<file path="config.mk">
export PLATFORM = sky130hd
export DESIGN_NAME = bus_target_resp
export DESIGN_NICKNAME = d
export VERILOG_FILES = /design/src/rtl/bus_target_resp.sv
export SDC_FILE = /design/constraint.sdc
export NUM_CORES = 1
export LEC_CHECK = 0
export CORE_MARGIN = 2
export CORE_UTILIZATION = 48
export DETAILED_ROUTE_END_ITERATION = 16
export GPL_ROUTABILITY_DRIVEN = 0
export PLACE_DENSITY = 0.84
export SLEW_MARGIN = 20
export SYNTH_ARGS = -nofsm -noshare
export SYNTH_HDL_FRONTEND = slang
export SYNTH_SLANG_ARGS = --single-unit
</file>
<file path="constraint.sdc">
create_clock -name clk_i -period 8.81 [get_ports clk_i]
set_input_delay 0.881 -clock clk_i [delete_from_list [all_inputs] [get_ports clk_i]]
set_output_delay 0.881 -clock clk_i [all_outputs]
set_load 0.05 [all_outputs]
</file>
<file path="src/rtl/bus_target_resp.sv">
// Purpose: external-bus target; one transfer at a time, programmable wait states,
//          byte-lane decode onto a 1-cycle-latency 32-bit SRAM.
// Latency/backpressure: rdy at 2+WS (write), 3+WS (read), 1 (error); the master holds en until rdy.
module bus_target_resp #(
   parameter int ADDR_W      = 32,
   parameter int WAIT_STATES = 2
) (
   input  logic              clk_i,
   input  logic              a_reset_h_i,
   input  logic              bus_en_i,
   input  logic              bus_we_i,
   input  logic [1:0]        bus_size_i,
   input  logic [ADDR_W-1:0] bus_addr_i,
   input  logic [31:0]       bus_wdata_i,
   output logic              bus_rdy_o,
   output logic              bus_err_o,
   output logic [31:0]       bus_rdata_o,
   output logic              mem_cs_o,
   output logic              mem_we_o,
   output logic [3:0]        mem_be_o,
   output logic [ADDR_W-3:0] mem_addr_o,
   output logic [31:0]       mem_wdata_o,
   input  logic [31:0]       mem_rdata_i
);

   typedef enum logic [2:0] {
      S_IDLE = 3'd0,
      S_WAIT = 3'd1,
      S_MEM  = 3'd2,
      S_CAPT = 3'd3,
      S_RESP = 3'd4
   } state_t;

   // Wait counter is loaded with WS-1 so WAIT lasts exactly WS cycles.
   localparam logic [7:0] LP_WS_M1 = (WAIT_STATES > 0) ? 8'(WAIT_STATES - 1) : 8'd0;
   localparam logic       LP_HAS_WAIT = (WAIT_STATES > 0);

   state_t              r_state;
   state_t              w_next;
   logic                r_we;
   logic [1:0]          r_size;
   logic [ADDR_W-1:0]   r_addr;
   logic [31:0]         r_wdata;
   logic                r_err;
   logic [7:0]          r_wcnt;
   logic [31:0]         r_rdata;

   logic                w_illegal;
   logic                w_cs;
   logic                w_rdy;
   logic                w_err;
   logic [3:0]          w_be;
   logic [31:0]         w_lane_wdata;
   logic [31:0]         w_shift;
   logic [31:0]         w_capt;

   // Request legality decoded straight from the bus so an error can answer in one cycle.
   always_comb begin
      w_illegal = 1'b0;
      unique case (bus_size_i)
         2'b00:   w_illegal = 1'b0;
         2'b01:   w_illegal = bus_addr_i[0];
         2'b10:   w_illegal = (bus_addr_i[1:0] != 2'b00);
         default: w_illegal = 1'b1;
      endcase
   end

   // Byte-lane enables and lane-replicated write data from the latched request.
   always_comb begin
      w_be         = 4'b0000;
      w_lane_wdata = r_wdata;
      unique case (r_size)
         2'b00: begin
            w_be         = 4'b0001 << r_addr[1:0];
            w_lane_wdata = {4{r_wdata[7:0]}};
         end
         2'b01: begin
            w_be         = r_addr[1] ? 4'b1100 : 4'b0011;
            w_lane_wdata = {2{r_wdata[15:0]}};
         end
         2'b10: begin
            w_be         = 4'b1111;
            w_lane_wdata = r_wdata;
         end
         default: begin
            w_be         = 4'b0000;
            w_lane_wdata = r_wdata;
         end
      endcase
   end

   // Right-justify SRAM read data by the byte offset and zero-extend to the transfer size.
   always_comb begin
      w_shift = mem_rdata_i >> {r_addr[1:0], 3'b000};
      w_capt  = w_shift;
      unique case (r_size)
         2'b00:   w_capt = {24'd0, w_shift[7:0]};
         2'b01:   w_capt = {16'd0, w_shift[15:0]};
         default: w_capt = w_shift;
      endcase
   end

   // State register; reset abandons any transfer in flight.
   always_ff @(posedge clk_i or posedge a_reset_h_i) begin
      if (a_reset_h_i) begin
         r_state <= S_IDLE;
      end else begin
         r_state <= w_next;
      end
   end

   // Next-state and strobe decode; everything defaults to idle/zero.
   always_comb begin
      w_next = r_state;
      w_cs   = 1'b0;
      w_rdy  = 1'b0;
      w_err  = 1'b0;
      unique case (r_state)
         S_IDLE: begin
            if (bus_en_i) begin
               if (w_illegal)        w_next = S_RESP;
               else if (LP_HAS_WAIT) w_next = S_WAIT;
               else                  w_next = S_MEM;
            end
         end
         S_WAIT: begin
            if (!bus_en_i)           w_next = S_IDLE;
            else if (r_wcnt == 8'd0) w_next = S_MEM;
         end
         S_MEM: begin
            w_cs   = 1'b1;
            w_next = r_we ? S_RESP : S_CAPT;
         end
         S_CAPT: begin
            w_next = S_RESP;
         end
         S_RESP: begin
            w_rdy  = 1'b1;
            w_err  = r_err;
            w_next = S_IDLE;
         end
         default: begin
            w_next = S_IDLE;
         end
      endcase
   end

   // Request latch, wait countdown and read-data register.
   always_ff @(posedge clk_i or posedge a_reset_h_i) begin
      if (a_reset_h_i) begin
         r_we    <= 1'b0;
         r_size  <= 2'b00;
         r_addr  <= '0;
         r_wdata <= 32'd0;
         r_err   <= 1'b0;
         r_wcnt  <= 8'd0;
         r_rdata <= 32'd0;
      end else begin
         if (r_state == S_IDLE && bus_en_i) begin
            r_we    <= bus_we_i;
            r_size  <= bus_size_i;
            r_addr  <= bus_addr_i;
            r_wdata <= bus_wdata_i;
            r_err   <= w_illegal;
            r_wcnt  <= LP_WS_M1;
            // An error response reports zero read data.
            if (w_illegal) r_rdata <= 32'd0;
         end
         if (r_state == S_WAIT && r_wcnt != 8'd0) begin
            r_wcnt <= r_wcnt - 8'd1;
         end
         if (r_state == S_CAPT) begin
            r_rdata <= w_capt;
         end
      end
   end

   // SRAM side is driven only during the access cycle so it idles at zero.
   always_comb begin
      mem_cs_o    = w_cs;
      mem_we_o    = w_cs & r_we;
      mem_be_o    = w_cs ? w_be : 4'b0000;
      mem_addr_o  = w_cs ? r_addr[ADDR_W-1:2] : '0;
      mem_wdata_o = (w_cs && r_we) ? w_lane_wdata : 32'd0;
      bus_rdy_o   = w_rdy;
      bus_err_o   = w_err;
      bus_rdata_o = r_rdata;
   end

endmodule

</file>
# Yosys cells after proc, flatten, opt, wreduce, memory -nomap -nowiden
# Index checks and enable logic that the tools add are counted.
dict set report op_classes {
  addsub 1
  n_eq_ne 10
  n_shift 2
  n_mux 22
  bitwise_logic 1
  n_reduce_logical 14
}
# operator n
set ops {}
lappend ops {{32-bit 2-to-1 mux} 4}
lappend ops {{32-bit one-hot mux with 2 select lines} 2}
lappend ops {{32-bit by 5-bit >> shifter with 32-bit output} 1}
lappend ops {{30-bit 2-to-1 mux} 1}
lappend ops {{8-bit 2-to-1 mux} 2}
lappend ops {{3-bit 2-to-1 mux} 5}
lappend ops {{3-bit one-hot mux with 4 select lines} 1}
lappend ops {{4-bit one-hot mux with 3 select lines} 1}
lappend ops {{8-bit logical NOT} 1}
lappend ops {{4-bit 2-to-1 mux} 2}
lappend ops {{2-bit nonzero test} 4}
lappend ops {{8-bit nonzero test} 1}
lappend ops {{8-bit by 1-bit subtractor with 8-bit output, second input constant} 1}
lappend ops {{3-bit by 2-bit == test with 1-bit output, second input constant} 2}
lappend ops {{2-bit by 1-bit == test with 1-bit output, second input constant} 2}
lappend ops {{2-bit == test, second input constant} 2}
lappend ops {{2-bit logical NOT} 2}
lappend ops {{2-bit AND reduction} 2}
lappend ops {{1-bit by 2-bit left shift with 4-bit output, first input constant} 1}
lappend ops {{3-bit by 1-bit == test with 1-bit output, second input constant} 1}
lappend ops {{3-bit == test, second input constant} 1}
lappend ops {{1-bit logical AND} 3}
lappend ops {{3-bit logical NOT} 1}
lappend ops {{1-bit 2-to-1 mux} 3}
lappend ops {{other kinds (4)} 4}
dict set report totals {
  ff_bits 111
  out_inout_bits 102
  wordCells 58
}

# Depth between registers and ports, before layout
# Gate-level depths: netlist of the first run.
dict set report logic_depth {
  ltp_word 5
  mapped_depth 7
}

# Least setup slack after synthesis of the first run
# OpenSTA, ideal clock, no wires.
dict set report synth_path {
  path_kind {flip-flop to output port}
  startpoint {reg r_state[1]}
  endpoint {out bus_err_o}
  t_arrival_ns 2.134
  required_ns 7.929
  slack_ns 5.795
  stages_incl_launch_ff 3
  path_buffers 0
  cell_sequence {dfrtp_1 -> nor3_1 -> and2_1}
}
dict set report synth_between {
  elab_chain_cells 2
}
# element line_no
set synth_lines {}
lappend synth_lines {{start: declaration} 38} ;# state_t r_state;
lappend synth_lines {{start signal: assignment} 108} ;# r_state <= w_next;
lappend synth_lines {{3-bit == test} 118} ;# unique case (r_state)
lappend synth_lines {{1-bit 2-to-1 mux} 118}
lappend synth_lines {{end: declaration} 16} ;# output logic bus_err_o,
# No other way between the ends.

# Worst setup path after layout of the first run
dict set report layout_path {
  startpoint {reg r_size[0]}
  endpoint {out mem_wdata_o[14]}
}
dict set report layout_between {
  elab_chain_cells 3
}
# element line_no
set layout_lines {}
lappend layout_lines {{start: declaration} 41} ;# logic [1:0] r_size;
lappend layout_lines {{start signal: assignment} 161} ;# r_size <= bus_size_i;
lappend layout_lines {{2-bit by 1-bit == test with 1-bit output or 2-bit logical NOT (tied branches)} 72} ;# unique case (r_size)
lappend layout_lines {{32-bit one-hot mux with 2 select lines *} 72}
lappend layout_lines {{32-bit 2-to-1 mux *} 184} ;# mem_wdata_o = (w_cs && r_we) ? w_lane_wdata : 32'd0;
lappend layout_lines {{end: declaration} 22} ;# output logic [31:0] mem_wdata_o,
# Every way passes the cells marked *; elsewhere a longest branch is shown, timed or not.

==> results of run 1 <==
## cell families after synthesis
group / count (synthesis)
fa+ha+maj: 2
compound gates: 95
mux: 44
flops: 111
xor+xnor: 1
simple gates: 329
buf+inv: 48
## worst max-delay path, stage by stage (launching register included)
cell and delay [ns]:
dfrtp_1 0.65, nor2_1 0.65, nand2_1 0.16, a21oi_1 0.16, clkdlybuf4s50_1 0.84
## final timing paths
kind                              from               to  slack, ns  depth (start not counted)
setup reg to reg             r_size[1]  bus_rdata_o[27]       6.64                          4
max in group asynchronous  a_reset_h_i        r_size[1]       6.89                          3
min in group asynchronous  a_reset_h_i  bus_rdata_o[23]       0.83                          2
setup / recovery             r_size[0]  mem_wdata_o[14]       5.11                          4
hold / removal               r_addr[4]        r_addr[4]       0.47                          2
hold reg to reg              r_addr[4]        r_addr[4]       0.47                          2
## per-layer routing
| metal | vias up | global-route usage, % |
|---|---|---|
| met4 | 0 | 9.17 |
| met2 | 230 | 43.8 |
| li1 | 2435 | - |
| met3 | 40 | 7.22 |
| met5 | - | 0 |
| met1 | 2445 | 33.2 |
## metrics by stage
stage	setup slack, ns	power, mW	instance area, um^2	utilization [%]	std cells
3_3_place_gp	5.40	2.11	7580	67.3	942
2_1_floorplan	5.00	1.77	5490	-	630
5_1_grt	4.94	2.75	7900	70.0	958
6_report	5.11	2.58	7900	70.0	958
3_5_place_dp	5.28	2.16	7580	67.3	942
4_1_cts	4.88	2.59	7890	70.0	958
## report_power, final
group / internal [mW] / switching [mW]
Sequential: 0.715 / 0.203
Combinational: 0.457 / 0.788
Clock: 0.229 / 0.190
Total: 1.40 / 1.18
## registers in the layout (all words and copies together) (netlist names)
| name | cells |
|---|---|
| r_wdata | 32 |
| r_err | 1 |
| r_addr | 32 |
| bus_rdata_o | 32 |
| r_state | 3 |
| r_size | 2 |
| r_we | 1 |
| r_wcnt | 8 |
## area by class of cell
type	count	area, um^2
fill	862	3380
multi-input combinational	471	2520
sequential	111	2780
clock inverter	6	67.6
inverter	8	32.5
clock buffer	10	239
timing repair buffer	209	2080
tap	143	179
## placed cells by master, fill, tap and decap left out, drive strengths merged, types with 2 or more instances in the layout
cell type / netlist / layout
a21oi: 32 / 32
a22o: 16 / 16
and2: 32 / 32
and3: 8 / 8
buf: 17 / 6
clkbuf: 23 / 10
clkdlybuf4s50: 0 / 203
clkinv: 1 / 3
clkinvlp: 0 / 2
dfrtp: 111 / 111
ha: 2 / 2
inv: 7 / 8
mux2: 9 / 9
mux2i: 35 / 35
nand2: 223 / 223
nand3: 5 / 5
nor2: 45 / 45
nor3: 5 / 5
o21ai: 25 / 25
o2bb2ai: 16 / 16
or3: 3 / 3
==> flow_summary.ini, run 1 <==
[cells_and_area]
fin_nets = 914
drive_gt1_share_pct = 4.91
diodes = 0
areaGrowthSynthToFinish_pct = 43.8

[logic_synthesis]
synthMuxAreaShare_pct = 8.52
synth_top_family_by_area = simple AND/OR/NAND/NOR gates
synth_area_um2 = 5490
synth.top_cell.area_share_pct = 50.6
ys_async_sr_fraction_pct = 100
synth_area_leaders = dfrtp_1 (51%), nand2_1 (15%), mux2i_1 (6.2%), and2_1 (3.6%), nor2_1 (3.0%)
synth_common_cells = nand2_1 (223), dfrtp_1 (111), nor2_1 (44)
syn_nets = 734
yosys.area_share.xor_xnor_pct = 0.160
synth_edf_count = 0
yosys.cell_types.count = 40
synth_compound_area_share_pct = 11.2
avgSynthCellArea_um2 = 8.71
synthCells = 630
synthFlopType = dfrtp_1
synthSimpleGateAreaFrac_pct = 25.4
synthAdderAreaFrac_pct = 0.456
yosysSeqAreaShare_pct = 50.6
yosysWarnings = 0
ys_ff_latch = 111
yosysMostFrequentCell = nand2_1
yosysTopAreaCell = dfrtp_1

[global_route]
antenna_found_initial = 0
grt_pass1_vias = 5069
grt_remaining_overflow = 0
grt_pass1_wl_um = 26100
grt_max_degree = 89
grt.total_usage_pct = 26.3

[route]
vias = 5150
drc = 0
drtAntennaViolNets = 0
top_layer_used = met4
drt_first_iter_violations = 422
wl_per_cell_um = 16.6
drt_wl_total_um = 15900
met3_length_um = 1130
met2_wirelength_um = 7620
met1Wirelength_um = 6630
firstDrtPassIters = 5
vias_per_cell = 5.38

[floorplanning]
die_width_um = 111
pin_count = 204
start_util_pct = 48.7
die-area_um2 = 12300
die_h_um = 111
core_area_um2 = 11300
rows = 39

[timing]
finClkSkew_ns = 0.0103
holdWs_ns = 0.468
slew_headroom_pct = 42.4
period_needed_ns = 3.70
rsz0062_at_grt = false
tightest_slew_ns = 0.861
fin_tns_setup_ns = 0
fmax_mhz = 270
slew_violations = 0
period_share_pct = 42.0
setup_viol = 0
finalHoldViolCount = 0

[pwr]
ir_drop_mv = 0.240
leakage_nw = 3.62
cellPowerDensity_nw_per_um2 = 327

[cts]
clockBufferDepth = 2
cts_resized = 0
hold_buffers = 0
cts_tree = done
cts.sinks = 111
clk_latency_ns = 0.36
numCtsBuffers = 9
cts.reportedPaths.clkPinSlew_ns = 0.07
htree_levels = 3
root_buffer = clkbuf_16
post_cts_buffers = 0

[setup_path]
crit_path_max_fanout = 20
path_class = reg2out
critical_path_required_ns = 7.93
start_kind = flop
arrival_ns = 2.82
end_kind = output pin

[run_status]
status = finished, final reports clean

[placed_design]
dp_hpwl_um = 11300
port_buffers = 203

[worst_hold_path]
hold_class = reg2reg

[run]
drv_cap = 0
(Power assumes the default switching activity.)
==> run 2, diff against run 1 <==
Settings changed: CORE_UTILIZATION 48 to 40, PLACE_DENSITY 0.84 to 0.74.
Clock period 8.81 ns to 3.35 ns, I/O delays scaled along.
==> run 2 against run 1 <==
Final cell count rose by 3.8%. Design area is 0.78% higher. Worst hold slack improved by 0.0038 ns. Flip-flop and latch count did not move. Register-to-register slack lost 5.6 ns. Sequential power rose to 2.5 times the previous value. Power rose to 2.6 times the previous value. Via count shrank 1.3%. Clock skew decreased by 0.0019 ns. Clock-buffer cell count fell by 1. Combinational power rose to 2.7 times the previous value. First-iteration DRC count shrank 7.6%. Critical path type unchanged.
==> flow_summary.ini, run 2 (same netlist as run 1, synthesis figures left out) <==
[timing]
period_needed_ns = 2.92
tightest_slew_ns = 0.774
holdWs_ns = 0.472
finClkSkew_ns = 0.00841
period_share_pct = 87.1
rsz0062_at_grt = false
slew_headroom_pct = 48.4
setup_viol = 0
finalHoldViolCount = 0
slew_violations = 0
fin_tns_setup_ns = 0
fmax_mhz = 343

[route]
drt_wl_total_um = 16300
drc = 0
firstDrtPassIters = 5
drt_first_iter_violations = 390
drtAntennaViolNets = 0
wl_per_cell_um = 16.4
vias = 5084
vias_per_cell = 5.11

[run]
drv_cap = 0

[cells_and_area]
fin_util_pct = 59.6
fin_nets = 917
fin_area_um2 = 7960
final_cell_mix = nand2_1 (221), clkdlybuf4s50_1 (178), dfrtp_1 (111)
diodes = 0
drive_gt1_share_pct = 8.31
layout_commonest_cell = nand2_1
areaGrowthSynthToFinish_pct = 44.9

[floorplanning]
core_area_um2 = 13300
die_h_um = 121
pin_count = 204
die-area_um2 = 14700
die_width_um = 121
rows = 42
start_util_pct = 41.1

[cts]
clockBufferDepth = 2
hold_buffers = 0
post_cts_buffers = 0
cts_tree = done
root_buffer = clkbuf_16
htree_levels = 3
cts.sinks = 111
clk_latency_ns = 0.36
cts.reportedPaths.clkPinSlew_ns = 0.08
numCtsBuffers = 9

[placed_design]
dpl-instance-area_um2 = 7650
port_buffers = 203
dp_hpwl_um = 12000

[pwr]
leakage_nw = 3.70
p_total_mw = 6.84
ir_drop_mv = 0.473
cellPowerDensity_nw_per_um2 = 859

[global_route]
grt_remaining_overflow = 0
grt_max_degree = 61
grt_pass1_wl_um = 25700
grt.total_usage_pct = 22.4
antenna_found_initial = 0
grt_pass1_vias = 5166

[worst_hold_path]
hold_class = in2async

[setup_path]
arrival_ns = 2.58
start_kind = flop
path_class = reg2out
critical_path_required_ns = 3.01
crit_path_max_fanout = 17
end_kind = output pin

[run_status]
status = finished, final reports clean
==> run 2: worst max-delay path, cell delays in order, from the launching register on <==
cell             delay [ns]
dfrtp_1                0.43
nand2b_1               0.22
nor2_4                 0.38
o21ai_1                0.21
a21oi_1                0.17
clkdlybuf4s50_1        0.82
==> run 2: worst paths after layout <==
| kind | from | end | slack, ns | depth (start not counted) |
|---|---|---|---|---|
| hold / removal | a_reset_h_i | r_wcnt[5] | 0.47 | 2 |
| max in group asynchronous | a_reset_h_i | bus_rdata_o[26] | 2.15 | 3 |
| setup / recovery | r_state[2] | mem_be_o[1] | 0.43 | 5 |
| setup reg to reg | r_state[0] | r_wdata[4] | 1.06 | 5 |
| min in group clk_i | r_addr[15] | r_addr[15] | 0.47 | 2 |
| hold reg to reg | r_addr[15] | r_addr[15] | 0.47 | 2 |
==> run 2: per-layer routing <==
| metal | share of wire (%) | up-vias | track usage [%] |
|---|---|---|---|
| li1 | - | 2452 | - |
| met1 | 40 | 2406 | 27.9 |
| met2 | 50 | 188 | 37.1 |
| met3 | 5.9 | 38 | 4.65 |
| met4 | 3.8 | 0 | 10.6 |
| met5 | 0 | - | 0 |
==> run 2: final cells by class <==
class	count	area, um^2
Clock buffer	9	225
Clock inverter	7	76.3
Fill cell	1169	5390
Inverter	8	32.5
Multi-Input combinational cell	471	2520
Sequential cell	111	2780
Tap cell	176	220
Timing Repair Buffer	212	2100
==> run 2: power by group <==
group	total [mW]	switching, mW	leakage [nW]	internal [mW]
Combinational	3.41	2.18	2.13	1.23
Sequential	2.32	0.442	1.43	1.88
Clock	1.10	0.516	0.143	0.587
Total	6.84	3.14	3.70	3.70
==> run 2: repair_timing <==
item                                    in CTS  in global routing
hold endpoints to repair                     0                  0
resized for setup                            0                  2
endpoints found under the setup margin       0                 10
==> run 2: per-stage QoR <==
stage,worst slack (ns),std cells
after detailed placement,0.469,978
after floorplan,0.0843,630
after global placement,0.622,978
after global routing,0.287,994
final,0.431,994
after CTS,0.0831,994
==> run 3, diff against run 2 <==
Settings changed: CELL_PAD_IN_SITES_DETAIL_PLACEMENT set to 0, CELL_PAD_IN_SITES_GLOBAL_PLACEMENT set to 1, CORE_UTILIZATION 40 to 29.
==> run 3 against run 2 <==
Wire length grew 5.7%. Critical endpoint is now mem_wdata_o[0]. Clock-buffer cell count grew 2. Register-to-register slack gained 0.23 ns. Sequential share of layout area shrank 1.4 points.
==> flow_summary.ini, run 3 (same netlist as run 1, synthesis figures left out) <==
[timing]
finalHoldViolCount = 0
rsz0062_at_grt = false
slew_violations = 0
finClkSkew_ns = 0.0119
period_needed_ns = 3.04
fmax_mhz = 329
slew_headroom_pct = 44.7
tightest_slew_ns = 0.826
setup_viol = 0
fin_tns_setup_ns = 0
period_share_pct = 90.8

[run]
drv_cap = 0

[setup_path]
path_class = reg2out
critPathCapture = mem_wdata_o[0]
cp_slowest_cell = clkdlybuf4s50_1
rr_endpoint = bus_rdata_o[25]
start_kind = flop
r2r_cells = 4
path_cells = nand2b_1 > nor2_2 > buf_12 > and3_1 > clkdlybuf4s50_1
rrSetupSlack_ns = 1.29
end_kind = output pin
critPathTopFamily = buffers and inverters
crit_start = r_state[2]
arrival_ns = 2.71
reg2reg_from = r_state[2]
cp.depth = 5
critPathMaxStageDelay_ns = 0.82
critical_path_required_ns = 3.01
path_buf_inv = 2
crit_path_max_fanout = 31

[global_route]
grt_remaining_overflow = 0
grt_pass1_wl_um = 27200
grt_max_degree = 52
grt_pass1_vias = 4765
grt.total_usage_pct = 17.4
antenna_found_initial = 0

[cells_and_area]
regArea_um2 = 2780
drive_gt1_share_pct = 8.19
final.fill_count = 1833
fin_nets = 919
diodes = 0
final_cell_mix = nand2_1 (221), clkdlybuf4s50_1 (178), dfrtp_1 (111)
areaGrowthSynthToFinish_pct = 51.0
multiInputGateArea_um2 = 2520
layout_commonest_cell = nand2_1

[worst_hold_path]
hold_class = in2async

[cts]
cts_resized = 0
cts.sinks = 111
cts.reportedPaths.clkPinSlew_ns = 0.07
cts_tree = done
post_cts_buffers = 0
clockBufferDepth = 2
numCtsBuffers = 9
root_buffer = clkbuf_16
htree_levels = 3
clk_latency_ns = 0.35
hold_buffers = 0

[floorplanning]
die_h_um = 142
die-area_um2 = 20000
core_area_um2 = 18600
rows = 50
die_width_um = 142
start_util_pct = 29.4
pin_count = 204

[route]
firstDrtPassIters = 4
drtAntennaViolNets = 0
drt_wl_total_um = 17200
wl_per_cell_um = 16.4
drt_first_iter_violations = 188
vias = 4834
drc = 0
vias_per_cell = 4.60

[placed_design]
port_buffers = 203
dp_hpwl_um = 12500

[pwr]
p_total_mw = 6.86
ir_drop_mv = 0.401
cellPowerDensity_nw_per_um2 = 828
leakage_nw = 3.76

[run_status]
status = finished, final reports clean
-- run 3: cell count changes in the layout (fill, tap and decap cells not counted) --
cell,change
nor2_4,-1
buf_4,-19
buf_12,+21
inv_6,-3
clkbuf_8,+1
nor2_2,+1
clkbuf_1,+1
clkinv_2,-1
-- run 3: power breakdown --
part | total, mW | switching, mW | internal, mW
registers | 2.30 | 0.423 | 1.88
clock network | 1.08 | 0.489 | 0.593
logic | 3.48 | 2.19 | 1.29
total | 6.86 | 3.10 | 3.76
-- run 3: how the worst min path moves through the flow --
| stage | startpoint | endpoint | slack [ns] | depth (start not counted) |
|---|---|---|---|---|
| 2_1_floorplan | r_addr[10] | r_addr[10] | 0.44 | 2 |
| 3_3_place_gp | r_addr[28] | r_addr[28] | 0.45 | 2 |
| 3_5_place_dp | r_addr[14] | r_addr[14] | 0.45 | 2 |
| 4_1_cts | a_reset_h_i | bus_rdata_o[5] | 0.41 | 2 |
| 5_1_grt | a_reset_h_i | bus_rdata_o[5] | 0.46 | 2 |
| 6_report | a_reset_h_i | bus_rdata_o[5] | 0.40 | 2 |
-- run 3: per-layer routing --
layer	vias to the layer above	share of wire (%)	wire length, um	track usage, %
met5	-	0	0	0
met4	0	1.4	244	3.84
met3	12	4.7	808	3.91
met2	124	48	8320	29.0
met1	2252	46	7840	23.4
li1	2446	-	-	-
-- run 3: through the flow --
| step | util (%) | hold slack [ns] | instances | setup WS (ns) | cell area (um^2) |
|---|---|---|---|---|---|
| 5_1_grt | 44.5 | 0.461 | 1052 | 0.0500 | 8290 |
| 3_5_place_dp | 42.9 | 0.454 | 1038 | 0.564 | 8000 |
| 2_1_floorplan | - | 0.437 | 630 | 0.0843 | 5490 |
| 3_3_place_gp | 42.9 | 0.450 | 1038 | 0.654 | 8000 |
| 6_report | 44.5 | 0.398 | 1052 | 0.309 | 8290 |
| 4_1_cts | 44.4 | 0.409 | 1052 | 0.163 | 8290 |
-- run 3: final cells by class --
cell class | instances | share of cell area, %
repair buffers | 214 | 28.7
well taps | 234 | 3.53
flip-flops and latches | 111 | 33.5
multi-input cells | 471 | 30.4
inverters | 8 | 0.393
clock inverters | 3 | 0.543
clock buffers | 11 | 2.93
